## config.mk

```make
export PLATFORM = sky130hd
export DESIGN_NAME = wb_uart_prog_tx
export DESIGN_NICKNAME = d
export VERILOG_FILES = /design/src/rtl/azadi_prog_pkg.sv /design/src/rtl/prog_fifo.sv /design/src/rtl/wb_uart_prog_tx.sv
export SDC_FILE = /design/constraint.sdc
export NUM_CORES = 1
export LEC_CHECK = 0
export BUFFER_PORTS_ARGS = -buffer_cell sky130_fd_sc_hd__buf_2
export CAP_MARGIN = 20
export CORE_UTILIZATION = 60
export CTS_CLUSTER_SIZE = 25
export DETAILED_ROUTE_END_ITERATION = 8
export GPL_TIMING_DRIVEN = 0
export PLACE_DENSITY = 0.91
export SYNTH_ARGS = -nofsm -noshare
export SYNTH_HDL_FRONTEND = slang
export SYNTH_SLANG_ARGS = --single-unit
```

## constraint.sdc

```tcl
create_clock -name wb_clk_i -period 8.15 [get_ports wb_clk_i]
set_input_delay 0.815 -clock wb_clk_i [delete_from_list [all_inputs] [get_ports wb_clk_i]]
set_output_delay 0.815 -clock wb_clk_i [all_outputs]
set_load 0.05 [all_outputs]
```

## src/rtl/azadi_prog_pkg.sv

```systemverilog
// Shared register map, bit positions and TX state type for the programming UART.
package azadi_prog_pkg;

  localparam int unsigned ByteW = 8;
  localparam int unsigned CpbW  = 16;

  // Word index taken from wbs_adr_i[3:2]
  localparam logic [1:0] RegData   = 2'd0;
  localparam logic [1:0] RegCtrl   = 2'd1;
  localparam logic [1:0] RegStatus = 2'd2;
  localparam logic [1:0] RegRsvd   = 2'd3;

  localparam int unsigned CtrlCpbLsb    = 0;
  localparam int unsigned CtrlProgEnBit = 16;
  localparam int unsigned CtrlIrqEnBit  = 17;

  localparam int unsigned StatBusyBit  = 0;
  localparam int unsigned StatFullBit  = 1;
  localparam int unsigned StatEmptyBit = 2;
  localparam int unsigned StatOvfBit   = 3;
  localparam int unsigned StatCountLsb = 8;

  typedef enum logic [1:0] {
    StIdle  = 2'd0,
    StStart = 2'd1,
    StData  = 2'd2,
    StStop  = 2'd3
  } tx_state_e;

  function automatic logic [31:0] pack_ctrl(input logic [CpbW-1:0] cpb, input logic prog_en,
                                            input logic irq_en);
    logic [31:0] w;
    w = '0;
    w[CtrlCpbLsb +: CpbW] = cpb;
    w[CtrlProgEnBit]      = prog_en;
    w[CtrlIrqEnBit]       = irq_en;
    return w;
  endfunction

  function automatic logic [31:0] pack_status(input logic busy, input logic full,
                                              input logic empty, input logic ovf,
                                              input logic [7:0] count);
    logic [31:0] w;
    w = '0;
    w[StatBusyBit]         = busy;
    w[StatFullBit]         = full;
    w[StatEmptyBit]        = empty;
    w[StatOvfBit]          = ovf;
    w[StatCountLsb +: 8]   = count;
    return w;
  endfunction

endpackage

```

## src/rtl/prog_fifo.sv

```systemverilog
// Synchronous byte FIFO with occupancy count; a push into a full FIFO is accepted
// only when a pop happens in the same cycle.
module prog_fifo
  import azadi_prog_pkg::*;
#(
  parameter int unsigned Depth = 8
) (
  input  logic                     clk,
  input  logic                     rst,
  input  logic                     push,
  input  logic [ByteW-1:0]         push_data,
  input  logic                     pop,
  output logic [ByteW-1:0]         pop_data,
  output logic [$clog2(Depth):0]   count,
  output logic                     full,
  output logic                     empty
);

  localparam int unsigned AddrW = $clog2(Depth);
  localparam int unsigned CntW  = AddrW + 1;

  logic [ByteW-1:0] mem [Depth];
  logic [AddrW-1:0] wr_ptr_q, rd_ptr_q;
  logic [CntW-1:0]  cnt_q;
  logic             do_push, do_pop;

  assign empty    = (cnt_q == '0);
  assign full     = (cnt_q == CntW'(Depth));
  assign count    = cnt_q;
  assign pop_data = mem[rd_ptr_q];
  assign do_pop   = pop & ~empty;
  assign do_push  = push & (~full | do_pop);

  // Storage array; no reset needed, occupancy is tracked by the counter.
  always_ff @(posedge clk) begin
    if (do_push) begin
      mem[wr_ptr_q] <= push_data;
    end
  end

  // Pointers wrap naturally because Depth is a power of two.
  always_ff @(posedge clk or posedge rst) begin
    if (rst) begin
      wr_ptr_q <= '0;
      rd_ptr_q <= '0;
      cnt_q    <= '0;
    end else begin
      if (do_push) wr_ptr_q <= wr_ptr_q + AddrW'(1);
      if (do_pop)  rd_ptr_q <= rd_ptr_q + AddrW'(1);
      if (do_push && !do_pop) begin
        cnt_q <= cnt_q + CntW'(1);
      end else if (do_pop && !do_push) begin
        cnt_q <= cnt_q - CntW'(1);
      end
    end
  end

endmodule

```

## src/rtl/wb_uart_prog_tx.sv

```systemverilog
// Wishbone-attached 8N1 transmitter that streams a programming image to the SoC
// boot receiver; bytes are queued in a FIFO and sent back-to-back.
module wb_uart_prog_tx
  import azadi_prog_pkg::*;
#(
  parameter int unsigned FIFO_DEPTH = 8
) (
  input  logic        wb_clk_i,
  input  logic        wb_rst_i,
  input  logic        wbs_stb_i,
  input  logic        wbs_cyc_i,
  input  logic        wbs_we_i,
  input  logic [3:0]  wbs_sel_i,
  input  logic [31:0] wbs_adr_i,
  input  logic [31:0] wbs_dat_i,
  output logic        wbs_ack_o,
  output logic [31:0] wbs_dat_o,
  output logic        uart_tx_o,
  output logic        prog_o,
  output logic        irq_o
);

  localparam int unsigned CntW = $clog2(FIFO_DEPTH) + 1;

  // Bus interface
  logic        ack_q, blocked_q;
  logic [31:0] rdata_q, rdata;
  logic        req, wr, rd;
  logic [1:0]  reg_idx;

  // Registers
  logic [CpbW-1:0] ctrl_cpb;
  logic            ctrl_prog_en, ctrl_irq_en;
  logic            ovf_q;

  // FIFO
  logic             fifo_push, fifo_pop, fifo_full, fifo_empty;
  logic [ByteW-1:0] fifo_data;
  logic [CntW-1:0]  fifo_count;

  // Serializer
  tx_state_e       state_q, state_d;
  logic [CpbW-1:0] bit_cnt_q, bit_cnt_d;
  logic [CpbW-1:0] cpb_lat_q, cpb_lat_d;
  logic [2:0]      bit_idx_q, bit_idx_d;
  logic [7:0]      shift_q, shift_d;
  logic            tx_q, tx_d;
  logic            start_ok;

  logic unused_bits;
  assign unused_bits = ^{wbs_dat_i[31:18], wbs_adr_i[31:4], wbs_adr_i[1:0], wbs_sel_i[3]};

  // blocked_q holds off a second ack until the master drops stb/cyc; it powers
  // up set so an access in flight across reset is never acknowledged.
  assign req     = wbs_stb_i & wbs_cyc_i & ~ack_q & ~blocked_q;
  assign wr      = req & wbs_we_i;
  assign rd      = req & ~wbs_we_i;
  assign reg_idx = wbs_adr_i[3:2];

  assign fifo_push = wr & (reg_idx == RegData) & wbs_sel_i[0];

  // Read data mux, sampled into rdata_q on the ack edge.
  always_comb begin
    rdata = '0;
    case (reg_idx)
      RegCtrl:   rdata = pack_ctrl(ctrl_cpb, ctrl_prog_en, ctrl_irq_en);
      RegStatus: rdata = pack_status(state_q != StIdle, fifo_full, fifo_empty, ovf_q,
                                     8'(fifo_count));
      RegData,
      RegRsvd:   rdata = '0;
      default:   rdata = '0;
    endcase
  end

  // Single-cycle ack and read data that is zero outside the ack cycle.
  always_ff @(posedge wb_clk_i or posedge wb_rst_i) begin
    if (wb_rst_i) begin
      ack_q     <= 1'b0;
      blocked_q <= 1'b1;
      rdata_q   <= '0;
    end else begin
      ack_q     <= req;
      blocked_q <= wbs_stb_i & wbs_cyc_i & (ack_q | blocked_q);
      rdata_q   <= rd ? rdata : '0;
    end
  end

  // CTRL register, byte-lane masked.
  always_ff @(posedge wb_clk_i or posedge wb_rst_i) begin
    if (wb_rst_i) begin
      ctrl_cpb     <= '0;
      ctrl_prog_en <= 1'b0;
      ctrl_irq_en  <= 1'b0;
    end else if (wr && reg_idx == RegCtrl) begin
      if (wbs_sel_i[0]) ctrl_cpb[7:0]  <= wbs_dat_i[7:0];
      if (wbs_sel_i[1]) ctrl_cpb[15:8] <= wbs_dat_i[15:8];
      if (wbs_sel_i[2]) begin
        ctrl_prog_en <= wbs_dat_i[CtrlProgEnBit];
        ctrl_irq_en  <= wbs_dat_i[CtrlIrqEnBit];
      end
    end
  end

  // Sticky overflow: set when a push is dropped, cleared by W1C on STATUS.
  always_ff @(posedge wb_clk_i or posedge wb_rst_i) begin
    if (wb_rst_i) begin
      ovf_q <= 1'b0;
    end else if (wr && reg_idx == RegStatus && wbs_sel_i[0] && wbs_dat_i[StatOvfBit]) begin
      ovf_q <= 1'b0;
    end else if (fifo_push && fifo_full && !fifo_pop) begin
      ovf_q <= 1'b1;
    end
  end

  prog_fifo #(
    .Depth (FIFO_DEPTH)
  ) u_fifo (
    .clk       (wb_clk_i),
    .rst       (wb_rst_i),
    .push      (fifo_push),
    .push_data (wbs_dat_i[7:0]),
    .pop       (fifo_pop),
    .pop_data  (fifo_data),
    .count     (fifo_count),
    .full      (fifo_full),
    .empty     (fifo_empty)
  );

  assign start_ok = ~fifo_empty & (ctrl_cpb >= 16'd2);

  // Serializer next state; bit_cnt counts down the remaining cycles of the current bit.
  always_comb begin
    state_d   = state_q;
    bit_cnt_d = bit_cnt_q;
    cpb_lat_d = cpb_lat_q;
    bit_idx_d = bit_idx_q;
    shift_d   = shift_q;
    tx_d      = tx_q;
    fifo_pop  = 1'b0;
    unique case (state_q)
      StIdle: begin
        tx_d = 1'b1;
        if (start_ok) begin
          fifo_pop  = 1'b1;
          cpb_lat_d = ctrl_cpb;
          bit_cnt_d = ctrl_cpb - 16'd1;
          shift_d   = fifo_data;
          tx_d      = 1'b0;
          state_d   = StStart;
        end
      end
      StStart: begin
        if (bit_cnt_q == '0) begin
          bit_cnt_d = cpb_lat_q - 16'd1;
          bit_idx_d = 3'd0;
          tx_d      = shift_q[0];
          shift_d   = shift_q >> 1;
          state_d   = StData;
        end else begin
          bit_cnt_d = bit_cnt_q - 16'd1;
        end
      end
      StData: begin
        if (bit_cnt_q == '0) begin
          bit_cnt_d = cpb_lat_q - 16'd1;
          if (bit_idx_q == 3'd7) begin
            tx_d    = 1'b1;
            state_d = StStop;
          end else begin
            bit_idx_d = bit_idx_q + 3'd1;
            tx_d      = shift_q[0];
            shift_d   = shift_q >> 1;
          end
        end else begin
          bit_cnt_d = bit_cnt_q - 16'd1;
        end
      end
      StStop: begin
        if (bit_cnt_q == '0) begin
          if (start_ok) begin
            // Chain straight into the next start bit with no idle cycle.
            fifo_pop  = 1'b1;
            cpb_lat_d = ctrl_cpb;
            bit_cnt_d = ctrl_cpb - 16'd1;
            shift_d   = fifo_data;
            tx_d      = 1'b0;
            state_d   = StStart;
          end else begin
            tx_d    = 1'b1;
            state_d = StIdle;
          end
        end else begin
          bit_cnt_d = bit_cnt_q - 16'd1;
        end
      end
      default: begin
        tx_d    = 1'b1;
        state_d = StIdle;
      end
    endcase
  end

  // Serializer state; the line is registered so it never glitches.
  always_ff @(posedge wb_clk_i or posedge wb_rst_i) begin
    if (wb_rst_i) begin
      state_q   <= StIdle;
      bit_cnt_q <= '0;
      cpb_lat_q <= '0;
      bit_idx_q <= '0;
      shift_q   <= '0;
      tx_q      <= 1'b1;
    end else begin
      state_q   <= state_d;
      bit_cnt_q <= bit_cnt_d;
      cpb_lat_q <= cpb_lat_d;
      bit_idx_q <= bit_idx_d;
      shift_q   <= shift_d;
      tx_q      <= tx_d;
    end
  end

  assign wbs_ack_o = ack_q;
  assign wbs_dat_o = rdata_q;
  assign uart_tx_o = tx_q;
  assign prog_o    = ctrl_prog_en;
  assign irq_o     = ctrl_irq_en & fifo_empty & (state_q == StIdle);

endmodule

```

==> metrics.md <==
| Metric | Value |
|---|---|
| Req. time, crit path | `around 8500 ps` |
| Final core utilization | `0.711` |
| Synth Cell Area | `between 7000 and 8000 um^2` |
| Root Driver | `clkbuf_16` |
| Crit path capture type | `flop` |
| Layout Skew | `10.0 ps` |
| Worst r2r src | `bit_cnt_q[6]` |
| Num rows | `between 40 and 50` |
| Register area share after synthesis | `0.546` |
| Max-cap violations | `0` |
| Synthesis-to-finish area growth | `14.8%` |
| Final setup margin | `3550 ps` |
| Clk sinks | `between 150 and 200` |
| CTS tree | `built` |
| Clk buf depth | `2` |
| Setup violators final | `0` |
| Setup TNS | `0 ps` |
| R2R Setup Slk | `between 3000 and 4000 ps` |
| Initial Utilization | `0.619` |
| FMAX | `0.217 GHz` |
| Met2 Use GR | `0.557` |
| Minimum clock period after layout | `~4600 ps` |
| DP Area | `roughly 8400 um^2` |
| Synthesis warning total | `0` |
| H-tree depth | `4` |
| Synth top cells by count | `93 x dfrtp_1, 64 x edfxtp_1, 45 x nor2_1` |
| Ys flop type | `dfrtp_1` |
| RSZ-0062 raised after global routing | `no` |
| Reg-to-Reg End | `u_fifo.count[3]` |
| Post-cts resize count | `0` |
| Post-CTS setup repair buffer count | `0` |
| Die height | `approximately 120 um` |
| Number of remaining DRC errors | `0` |
| DP Worst Slack | `between 3000 and 4000 ps` |
| Filler cells | `a little over 800` |
| GRT overflow | `0` |
| CTS buffer count | `17` |
| Largest net degree at the start of global routing | `54` |
| Gr busiest metal | `met2` |
| Final hold violations | `0` |
| Netlist cell types | `between 60 and 70` |
| Synth top area cells | `dfrtp_1 30%, edfxtp_1 24%, mux2_2 5.1%, mux4_2 4.6%, xnor2_1 3.3%` |
| Least-Margin Pin Slew | `around 1100 ps` |
| Vias in the first global route | `approximately 5800` |
| Cells after synthesis | `roughly 630` |
| Total Nets Final | `~810` |
| Ratio of final minimum period to clock period | `0.565` |
| Grt met3 use | `0.0680` |
| Die W | `between 100 and 150 um` |
| Avg WL per Cell | `22.4 um` |
| Placed insts | `869` |
| Hold Slack | `457 ps` |
| Top-count cell post-synth | `dfrtp_1` |
| Area leader, netlist | `dfrtp_1` |
| Reg2Reg Depth | `12` |
| Share of cells above drive strength 1 | `0.246` |
| EDFF count, synth | `64` |
| Final WL | `roughly 20000 um` |
| Ports | `approximately 110` |
| Met1 usage | `0.389` |
| # port buffers | `between 40 and 50` |
| Initial antenna violation count | `0` |
| Post-cts hold buffer count | `0` |
| Power consumption | `3.44 mW` |
| Worst-path maximum fanout | `7` |
| Crit path DAT | `a little under 5000 ps` |
| HPWL Detailed | `roughly 14000 um` |
| Worst min path class | `in2async` |
| Clk slew on worst S/H paths | `roughly 70 ps` |
| Routed via count | `slightly below 6000` |
| Critical path type | `reg2reg` |
| Status | `finished clean` |
| Synth async-reset ratio | `0.597` |
| Total iterations of the first detailed-routing run | `5` |
| Tot GR Track Use | `0.321` |
| #FFs+latches synth | `about 160` |
| N_diodes | `0` |
| Power Dens Cells | `about 380 nW/um^2` |
| Avg Cell Area, Syn | `about 12 um^2` |
| Share of the synthesized area in the top cell type | `0.295` |
| First-pass GRT wire length | `around 32000 um` |
| Detailed Route Iter0 Violations | `696` |
| Final Wtd Congestion | `roughly 0.91` |
| Max transition margin | `0.279` |
| Vias per inst | `between 6 and 7` |
| Worst-Skew Late Latency | `approximately 430 ps` |
| Design Area, Final | `roughly 9000 um^2` |
| CP Launch Type | `flop` |
| Leakage power | `3.76 nW` |
| Fin cells | `~900` |
| Worst VDD drop | `around 0.00029 V` |
| Post-route ant nets | `0` |
| Final Slew Violations | `0` |
| Core Area | `approximately 13000 um^2` |
| Die Area | `approximately 14000 um^2` |
==> layout by cell type (no fill, tap or decap), types with 4 or more instances in the layout <==
| master | netlist | routed |
|---|---|---|
| dfrtp_1 | 93 | 93 |
| edfxtp_1 | 64 | 64 |
| buf_2 | 6 | 57 |
| nor2_1 | 45 | 45 |
| mux2_2 | 36 | 36 |
| xnor2_1 | 30 | 30 |
| nand2_1 | 29 | 29 |
| clkbuf_1 | 22 | 24 |
| a22oi_1 | 19 | 19 |
| nor3_1 | 18 | 18 |
| clkbuf_16 | 0 | 17 |
| nand3_1 | 16 | 16 |
| mux4_2 | 16 | 16 |
| inv_1 | 16 | 15 |
| o21ai_0 | 15 | 15 |
| a21oi_1 | 15 | 15 |
| ha_1 | 15 | 15 |
| buf_4 | 14 | 14 |
| conb_1 | 1 | 14 |
| nor4_1 | 13 | 13 |
| mux2i_1 | 13 | 13 |
| and2_1 | 11 | 11 |
| xor2_1 | 10 | 10 |
| o22ai_1 | 9 | 9 |
| nand4_1 | 9 | 9 |
| mux2_4 | 8 | 8 |
| o32ai_1 | 7 | 7 |
| or4_1 | 6 | 6 |
| nand2b_1 | 6 | 6 |
| buf_1 | 5 | 5 |
| or2_2 | 4 | 4 |
| or3_1 | 4 | 4 |
| nor3b_1 | 4 | 4 |
| inv_6 | 0 | 4 |
==> cells by family after synthesis <==
logic type / count (synthesis) / synth area share
XOR/XNOR: 40 / 0.0445
adder cells (fa/ha/maj): 16 / 0.0264
AO/OA/AOI/OAI: 93 / 0.0840
buffers and inverters: 65 / 0.0405
multiplexers: 73 / 0.129
flip-flops: 159 / 0.546
other: 1 / 0.000476
AND/OR/NAND/NOR: 186 / 0.129
==> worst max-delay path: stages, from the launching register on <==
cell     delay, ps
dfrtp_1        440
nor4_1         930
a41oi_1        630
o31ai_1        750
and2_0         360
ha_1           260
inv_1          100
ha_1           270
a21o_1         180
a21oi_1        210
xnor2_1        140
nor2_1          70
xor2_1         140
==> how the worst max path moves through the flow <==
stage	start	endpoint	slack, ps
final	bit_cnt_q[6]	u_fifo.count[3]	3550
after global routing	bit_cnt_q[6]	u_fifo.count[3]	3420
after CTS	bit_cnt_q[6]	u_fifo.count[3]	3740
after detailed placement	bit_cnt_q[6]	u_fifo.count[3]	3930
after global placement	wb_rst_i	bit_idx_q[0]	3940
after floorplan	wb_rst_i	bit_cnt_q[0]	4860
==> sequential cells by signal (all words and copies together) (netlist names), 2 cells and up <==
name	cells
bit_cnt_q	16
u_fifo.rd_ptr_q	3
ctrl_cpb	16
u_fifo.wr_ptr_q	3
shift_q	8
bit_idx_q	3
cpb_lat_q	16
u_fifo.mem	64
wbs_dat_o	18
state_q	2
u_fifo.count	4
==> report_power, final <==
group | internal (mW) | switching, mW | leakage, nW
combinational | 0.641 | 0.831 | 1.66
clock | 0.489 | 0.338 | 0.291
sequential | 0.976 | 0.168 | 1.81
total | 2.11 | 1.34 | 3.76
==> per-layer routing <==
| metal | vias up | share of wire | routed length (um) |
|---|---|---|---|
| met3 | 77 | 0.085 | 1720 |
| met4 | 0 | 0.037 | 751 |
| li1 | 2512 | - | - |
| met5 | - | 0 | 0 |
| met2 | 399 | 0.51 | 10400 |
| met1 | 2799 | 0.36 | 7350 |
==> cell type report <==
cell class,instances,area [um^2],share of cell area
Buffer,49,259,0.0286
Clock buffer,19,433,0.0479
Clock inverter,13,178,0.0196
Inverter,16,62.6,0.00692
Multi-Input combinational cell,422,3310,0.365
Sequential cell,159,4300,0.476
Tap cell,172,215,0.0238
Timing Repair Buffer,53,290,0.0321
No activity file was read; power rests on OpenSTA's default activity.
